==> src/rtl/ssc_acia_pkg.sv <==
// Shared constants for the 6551 ACIA host: register selects, status bit
// positions and the host sequencer states.
package ssc_acia_pkg;

    localparam logic [1:0] RS_DATA    = 2'b00;
    localparam logic [1:0] RS_STATUS  = 2'b01;
    localparam logic [1:0] RS_COMMAND = 2'b10;
    localparam logic [1:0] RS_CONTROL = 2'b11;

    localparam int ST_IRQ  = 7;
    localparam int ST_TDRE = 4;
    localparam int ST_RDRF = 3;
    localparam int ST_OVR  = 2;
    localparam int ST_FE   = 1;
    localparam int ST_PE   = 0;

    // RX FIFO entry: {status[2:0], data byte}
    localparam int RX_W = 11;

    typedef enum logic [2:0] {
        RST_W,
        CMD_W,
        CTL_W,
        POLL,
        RX_R,
        TX_W
    } state_t;

endpackage

==> src/rtl/ssc_acia_rx_fifo.sv <==
// Small RX FIFO holding received bytes together with their error flags.
module ssc_acia_rx_fifo
    import ssc_acia_pkg::*;
#(
    parameter int DEPTH = 4
) (
    input  logic            clk_logic_i,
    input  logic            reset_i,
    input  logic            i_push,
    input  logic [RX_W-1:0] i_wdata,
    input  logic            i_pop,
    output logic [RX_W-1:0] o_rdata,
    output logic            o_full,
    output logic            o_empty
);

    localparam int AW = $clog2(DEPTH);
    localparam logic [AW:0] FULL_CNT = (AW + 1)'(DEPTH);

    logic [RX_W-1:0] r_mem [DEPTH];
    logic [AW-1:0]   r_wr_ptr;
    logic [AW-1:0]   r_rd_ptr;
    logic [AW:0]     r_count;
    logic            w_do_push;
    logic            w_do_pop;

    assign w_do_pop  = i_pop && (r_count != '0);
    assign w_do_push = i_push && ((r_count != FULL_CNT) || w_do_pop);

    assign o_full  = (r_count == FULL_CNT);
    assign o_empty = (r_count == '0);
    // Empty head reads as zero so the byte outputs rest at 0.
    assign o_rdata = o_empty ? '0 : r_mem[r_rd_ptr];

    always_ff @(posedge clk_logic_i) begin
        if (w_do_push) begin
            r_mem[r_wr_ptr] <= i_wdata;
        end
    end

    always_ff @(posedge clk_logic_i or posedge reset_i) begin
        if (reset_i) begin
            r_wr_ptr <= '0;
            r_rd_ptr <= '0;
            r_count  <= '0;
        end else begin
            if (w_do_push) begin
                r_wr_ptr <= r_wr_ptr + AW'(1);
            end
            if (w_do_pop) begin
                r_rd_ptr <= r_rd_ptr + AW'(1);
            end
            if (w_do_push && !w_do_pop) begin
                r_count <= r_count + (AW + 1)'(1);
            end else if (w_do_pop && !w_do_push) begin
                r_count <= r_count - (AW + 1)'(1);
            end
        end
    end

endmodule

==> src/rtl/ssc_acia_host.sv <==
// 6551 ACIA bus initiator: programs the chip, polls status, writes TX bytes
// from a valid/ready stream and drains RX bytes into a FIFO.
module ssc_acia_host
    import ssc_acia_pkg::*;
#(
    parameter logic [7:0] CONTROL_INIT = 8'h1E,
    parameter logic [7:0] COMMAND_INIT = 8'h0B,
    parameter int         RX_DEPTH     = 4
) (
    input  logic       clk_logic_i,
    input  logic       reset_i,
    input  logic       phi_stb_i,
    input  logic       enable_i,
    output logic       acia_cs_o,
    output logic       acia_rw_n_o,
    output logic [1:0] acia_rs_o,
    output logic [7:0] acia_wdata_o,
    input  logic [7:0] acia_rdata_i,
    input  logic [7:0] tx_data_i,
    input  logic       tx_valid_i,
    output logic       tx_ready_o,
    output logic [7:0] rx_data_o,
    output logic [2:0] rx_err_o,
    output logic       rx_valid_o,
    input  logic       rx_ready_i,
    output logic [7:0] status_o,
    output logic       init_done_o
);

    state_t          r_state;
    logic            r_cs;
    logic            r_rw_n;
    logic [1:0]      r_rs;
    logic [7:0]      r_wdata;
    logic [7:0]      r_tx_data;
    logic            r_tx_ready;
    logic [7:0]      r_status;
    logic            r_init_done;

    logic            w_push;
    logic [RX_W-1:0] w_fifo_rdata;
    logic            w_fifo_full;
    logic            w_fifo_empty;

    // An access completes on the first strobe seen while cs is already high.
    assign w_push = r_cs && phi_stb_i && (r_state == RX_R);

    ssc_acia_rx_fifo #(
        .DEPTH (RX_DEPTH)
    ) u_rx_fifo (
        .clk_logic_i (clk_logic_i),
        .reset_i     (reset_i),
        .i_push      (w_push),
        .i_wdata     ({r_status[ST_OVR:ST_PE], acia_rdata_i}),
        .i_pop       (rx_ready_i),
        .o_rdata     (w_fifo_rdata),
        .o_full      (w_fifo_full),
        .o_empty     (w_fifo_empty)
    );

    always_ff @(posedge clk_logic_i or posedge reset_i) begin
        if (reset_i) begin
            r_state     <= RST_W;
            r_cs        <= 1'b0;
            r_rw_n      <= 1'b1;
            r_rs        <= 2'b00;
            r_wdata     <= 8'h00;
            r_tx_data   <= 8'h00;
            r_tx_ready  <= 1'b0;
            r_status    <= 8'h00;
            r_init_done <= 1'b0;
        end else begin
            r_tx_ready <= 1'b0;
            if (!r_cs) begin
                if (enable_i) begin
                    r_cs <= 1'b1;
                    case (r_state)
                        RST_W: begin
                            r_rw_n  <= 1'b0;
                            r_rs    <= RS_STATUS;
                            r_wdata <= 8'h00;
                        end
                        CMD_W: begin
                            r_rw_n  <= 1'b0;
                            r_rs    <= RS_COMMAND;
                            r_wdata <= COMMAND_INIT;
                        end
                        CTL_W: begin
                            r_rw_n  <= 1'b0;
                            r_rs    <= RS_CONTROL;
                            r_wdata <= CONTROL_INIT;
                        end
                        RX_R: begin
                            r_rw_n <= 1'b1;
                            r_rs   <= RS_DATA;
                        end
                        TX_W: begin
                            r_rw_n  <= 1'b0;
                            r_rs    <= RS_DATA;
                            r_wdata <= r_tx_data;
                        end
                        default: begin
                            r_rw_n <= 1'b1;
                            r_rs   <= RS_STATUS;
                        end
                    endcase
                end
            end else if (phi_stb_i) begin
                r_cs   <= 1'b0;
                r_rw_n <= 1'b1;
                case (r_state)
                    RST_W: r_state <= CMD_W;
                    CMD_W: r_state <= CTL_W;
                    CTL_W: begin
                        r_state     <= POLL;
                        r_init_done <= 1'b1;
                    end
                    POLL: begin
                        r_status <= acia_rdata_i;
                        // RX wins so the ACIA receiver is drained first.
                        if (acia_rdata_i[ST_RDRF] && !w_fifo_full) begin
                            r_state <= RX_R;
                        end else if (acia_rdata_i[ST_TDRE] && tx_valid_i) begin
                            r_state   <= TX_W;
                            r_tx_data <= tx_data_i;
                        end else begin
                            r_state <= POLL;
                        end
                    end
                    RX_R: r_state <= POLL;
                    TX_W: begin
                        r_state    <= POLL;
                        r_tx_ready <= 1'b1;
                    end
                    default: r_state <= RST_W;
                endcase
            end
        end
    end

    assign acia_cs_o    = r_cs;
    assign acia_rw_n_o  = r_rw_n;
    assign acia_rs_o    = r_rs;
    assign acia_wdata_o = r_wdata;
    assign tx_ready_o   = r_tx_ready;
    assign status_o     = r_status;
    assign init_done_o  = r_init_done;
    assign rx_data_o    = w_fifo_rdata[7:0];
    assign rx_err_o     = w_fifo_rdata[10:8];
    assign rx_valid_o   = !w_fifo_empty;

endmodule

==> config.mk <==
export PLATFORM = sky130hd
export DESIGN_NAME = ssc_acia_host
export DESIGN_NICKNAME = d
export VERILOG_FILES = /design/src/rtl/ssc_acia_pkg.sv /design/src/rtl/ssc_acia_rx_fifo.sv /design/src/rtl/ssc_acia_host.sv
export SDC_FILE = /design/constraint.sdc
export NUM_CORES = 1
export LEC_CHECK = 0
export ABC_AREA = 1
export ABC_CLOCK_PERIOD_IN_PS = 2000
export CAP_MARGIN = 20
export CORE_MARGIN = 5
export CORE_UTILIZATION = 46
export CTS_BUF_LIST = sky130_fd_sc_hd__clkbuf_8
export CTS_CLUSTER_DIAMETER = 120
export CTS_CLUSTER_SIZE = 20
export DETAILED_ROUTE_END_ITERATION = 7
export PLACE_DENSITY = 0.73
export RECOVER_POWER = 25
export SYNTH_ARGS = -nofsm -noshare
export SYNTH_HDL_FRONTEND = slang
export SYNTH_SLANG_ARGS = --single-unit
==> constraint.sdc <==
create_clock -name clk_logic_i -period 2 [get_ports clk_logic_i]
set_clock_uncertainty 0.05 [all_clocks]
set_input_delay 0.6 -clock clk_logic_i [delete_from_list [all_inputs] [get_ports clk_logic_i]]
set_output_delay 0.6 -clock clk_logic_i [all_outputs]
set_load 0.02 [all_outputs]
==> impl_metrics.toml, run 1 <==
[run_status]
status = "complete, but fails checks"
violations = "setup timing"

[synth]
syn_nets = 374
synth_area_leaders = "edfxtp_1 37%, dfrtp_1 27%, nand2_1 9.0%"
netlist_area_mm2 = 0.00356
synth.avg_cell_area_um2 = 10.3
ys_seq_elements = 84
yosysTopAreaCell = "edfxtp_1"
synthCells = 346
synth_top_area_share = 0.371
yosys_warnings = 0
ys_seq_area_frac = 0.652
synth_cell_types = 29

[worst_setup_path]
reg2reg_from = "u_rx_fifo.r_count[1]"
critPathMaxFanout = 12
critical_path.max_stage_delay_ns = 0.46
required_ns = 1.35
arrival_ns = 1.56
cpMostUsedCell = "nor2_1"
startpoint_type = "register"
worstSetupEndpointType = "output port"
r2r_setup_slack_ns = -0.01
rr_endpoint = "u_rx_fifo.r_count[2]"
slowest_stage = "dfrtp_2"
ff2ff_path_depth = 10
cp-startpoint = "u_rx_fifo.r_rd_ptr[0]"
setup.worst_path.class = "reg2out"
crit_chain = "buf_6 > nor2_1 > nor2_1 > o21ai_0 > a21oi_1 > buf_4"

[grt]
antenna_found_initial = 0
globalRouteOverflowTotal = 0
grt_max_degree = 41
grt_use_total = 0.170
grt_pass1_wl_mm = 13.0
first_global_vias = 2754

[timing]
timing.slew.headroom = 0.314
worstMarginPinSlew_ns = 1.03
setup_tns_ns = -1.92
hold_viol = 0
period_needed_ns = 2.21
grt_setup_unrepaired = "yes"
finalCritPeriodShare = 1.10
setup_violations = 12
fmax_ghz = 0.453
holdWs_ns = 0.428
finalMaxSlewViolations = 0
layout_setup_ws_ns = -0.208

[detailed_routing]
firstDrtPassIters = 5
routed_wl_mm = 7.83
num_vias = 2647
route.detailed.drc = 0
antenna_left = 0
drt-initial-drc-count = 70
wl_per_cell_um = 14.1
viasPerCell = 4.78

[cells_and_area]
stdcell_count = 554
syn2layout_area_growth_pct = 36.7
antennaDiodeCount = 0
fillerInstances = 616
post-route-util = 0.637
nNetsFinal = 475
drive_gt1_frac = 0.270

[cts]
ctsLongestPathBuffers = 2
cts_buffers = 9
h-tree-depth = 3
path_clk_slew_ns = 0.08
cts_tree = "done"
clock_sinks = 84
clk_latency_ns = 0.36
root_buffer = "clkbuf_8"

[floorplanning]
start_util = 0.466
core_area_mm2 = 0.00765
die_y_um = 98.0
rows = 32
die_w_um = 98.0
ios = 56
die_area_mm2 = 0.00960

[min_path]
whs_endpoint = "status_o[5]"
whs_path_depth = 2
min_from = "status_o[5]"
hold_path_class = "reg2reg"

[power]
p_leak_nw = 2.25
finalPower_mw = 6.98
ir_drop_uv = 644
p_per_area_mw_per_mm2 = 1430

[placement]
dp.cells = 531
gp_congestion = 0.806
io_buffer_count = 55
dp_hpwl_mm = 5.49

[flow_run]
drv_cap = 0
[critical path, delay by kind of cell, from the launching register on]
| family | cells | cell delay (ns) |
|---|---|---|
| DFF | 1 | 0.46 |
| AOI/OAI and AO/OA | 2 | 0.25 |
| and+or+nand+nor | 2 | 0.15 |
| buffers and inverters | 2 | 0.34 |
[registers in the layout, summed over array words and instances (netlist names)]
name                cells
acia_cs_o               1
acia_rs_o               2
acia_rw_n_o             1
acia_wdata_o            8
init_done_o             1
r_state                 3
r_tx_data               8
status_o                8
tx_ready_o              1
u_rx_fifo.r_count       3
u_rx_fifo.r_mem        44
u_rx_fifo.r_rd_ptr      2
u_rx_fifo.r_wr_ptr      2
[what timing repair did]
item | 4_1_cts | 5_1_grt
buffers inserted | 5 | 2
hold buffers | 0 | 0
gates resized for setup | 94 | 32
setup endpoints to repair | 27 | 20
cloned | 0 | 0
pin swaps | 15 | 13
[kinds of logic after synthesis]
| family | count (synthesis) | share of synthesized area |
|---|---|---|
| flops | 84 | 0.652 |
| mux | 1 | 0.00316 |
| fa+ha+maj | 6 | 0.0232 |
| compound gates | 55 | 0.0868 |
| simple gates | 155 | 0.176 |
| xor+xnor | 4 | 0.00984 |
| buf+inv | 41 | 0.0485 |
[how the worst max path moves through the flow]
stage                                end  slack, ns  cells past startpoint
finish                      rx_data_o[0]      -0.21                      6
CTS                         rx_data_o[7]      -0.20                      6
global placement    u_rx_fifo.r_count[1]      -0.45                      8
floorplan           u_rx_fifo.r_count[1]      0.001                      7
detailed placement  u_rx_fifo.r_count[2]      -0.50                     11
global route                rx_data_o[7]      -0.32                      5
[cells in the mapped netlist]
cell type / n
inv_2: 7
nand3_1: 2
nand2_1: 85
buf_2: 3
edfxtp_1: 44
dfrtp_1: 39
nand3_2: 1
o21ai_1: 16
nand2_2: 1
fa_1: 1
o21bai_1: 1
clkbuf_1: 4
ha_1: 5
o21ai_2: 8
nor2_1: 57
dfstp_2: 1
o21ai_0: 14
xor2_1: 3
buf_6: 1
a31oi_1: 1
nand3b_1: 1
nor2_2: 4
a21oi_1: 15
buf_4: 2
nor3_1: 3
nand3b_4: 1
xnor2_1: 1
inv_1: 24
mux2_2: 1
[layout by cell type (no fill, tap or decap), types with 4 or more instances in the layout]
| master | count |
|---|---|
| nor2_4 | 7 |
| dfrtp_1 | 38 |
| nor2_1 | 46 |
| ha_1 | 4 |
| edfxtp_1 | 44 |
| o21ai_1 | 21 |
| nand2_1 | 82 |
| dlymetal6s2s_1 | 7 |
| clkbuf_8 | 10 |
| a21oi_1 | 13 |
| o21ai_2 | 11 |
| inv_1 | 21 |
| clkdlybuf4s50_1 | 20 |
| buf_4 | 48 |
| o21ai_0 | 6 |
| buf_6 | 6 |
| nor2_2 | 8 |
| inv_2 | 8 |
| dlygate4sd2_1 | 15 |
[per-layer routing]
metal | up-vias | global-route usage | routed length (um)
li1 | 1319 | - | -
met4 | 0 | 0.0788 | 125
met1 | 1259 | 0.206 | 3250
met5 | - | 0 | 0
met3 | 12 | 0.0414 | 367
met2 | 57 | 0.286 | 4090
[through the flow]
stage | instance area [um^2] | worst slack, ns
CTS | 4760 | -0.200
global route | 4870 | -0.322
global placement | 4500 | -0.447
detailed placement | 4500 | -0.497
finish | 4870 | -0.208
floorplan | 3580 | 0.00113
[power by group]
group          switching (mW)  total (mW)  leakage [nW]  internal (mW)
clock                   0.611        1.35         0.110          0.736
combinational            1.76        3.16          1.24           1.40
sequential              0.269        2.47         0.898           2.20
total                    2.64        6.98          2.25           4.34
[area by class of cell]
cell class	count	area, um^2	share of cell area
clock inverters	6	86.3	0.0177
flip-flops and latches	84	2320	0.478
multi-input cells	221	1180	0.243
inverters	31	123	0.0252
repair buffers	100	887	0.182
clock buffers	10	138	0.0283
well taps	102	128	0.0262
Power figures use the tool's default switching activity.
==> run 2: changes to the inputs <==
Settings changed: SLEW_MARGIN from default to 20.
==> results of run 2 <==
No change in the layout: final DEF, timing and power equal those of run 1.
==> run 3: changes to the inputs <==
Settings changed: GPL_ROUTABILITY_DRIVEN from default to 0.
==> results of run 3 <==
No change in the layout: final DEF, timing and power equal those of run 1.
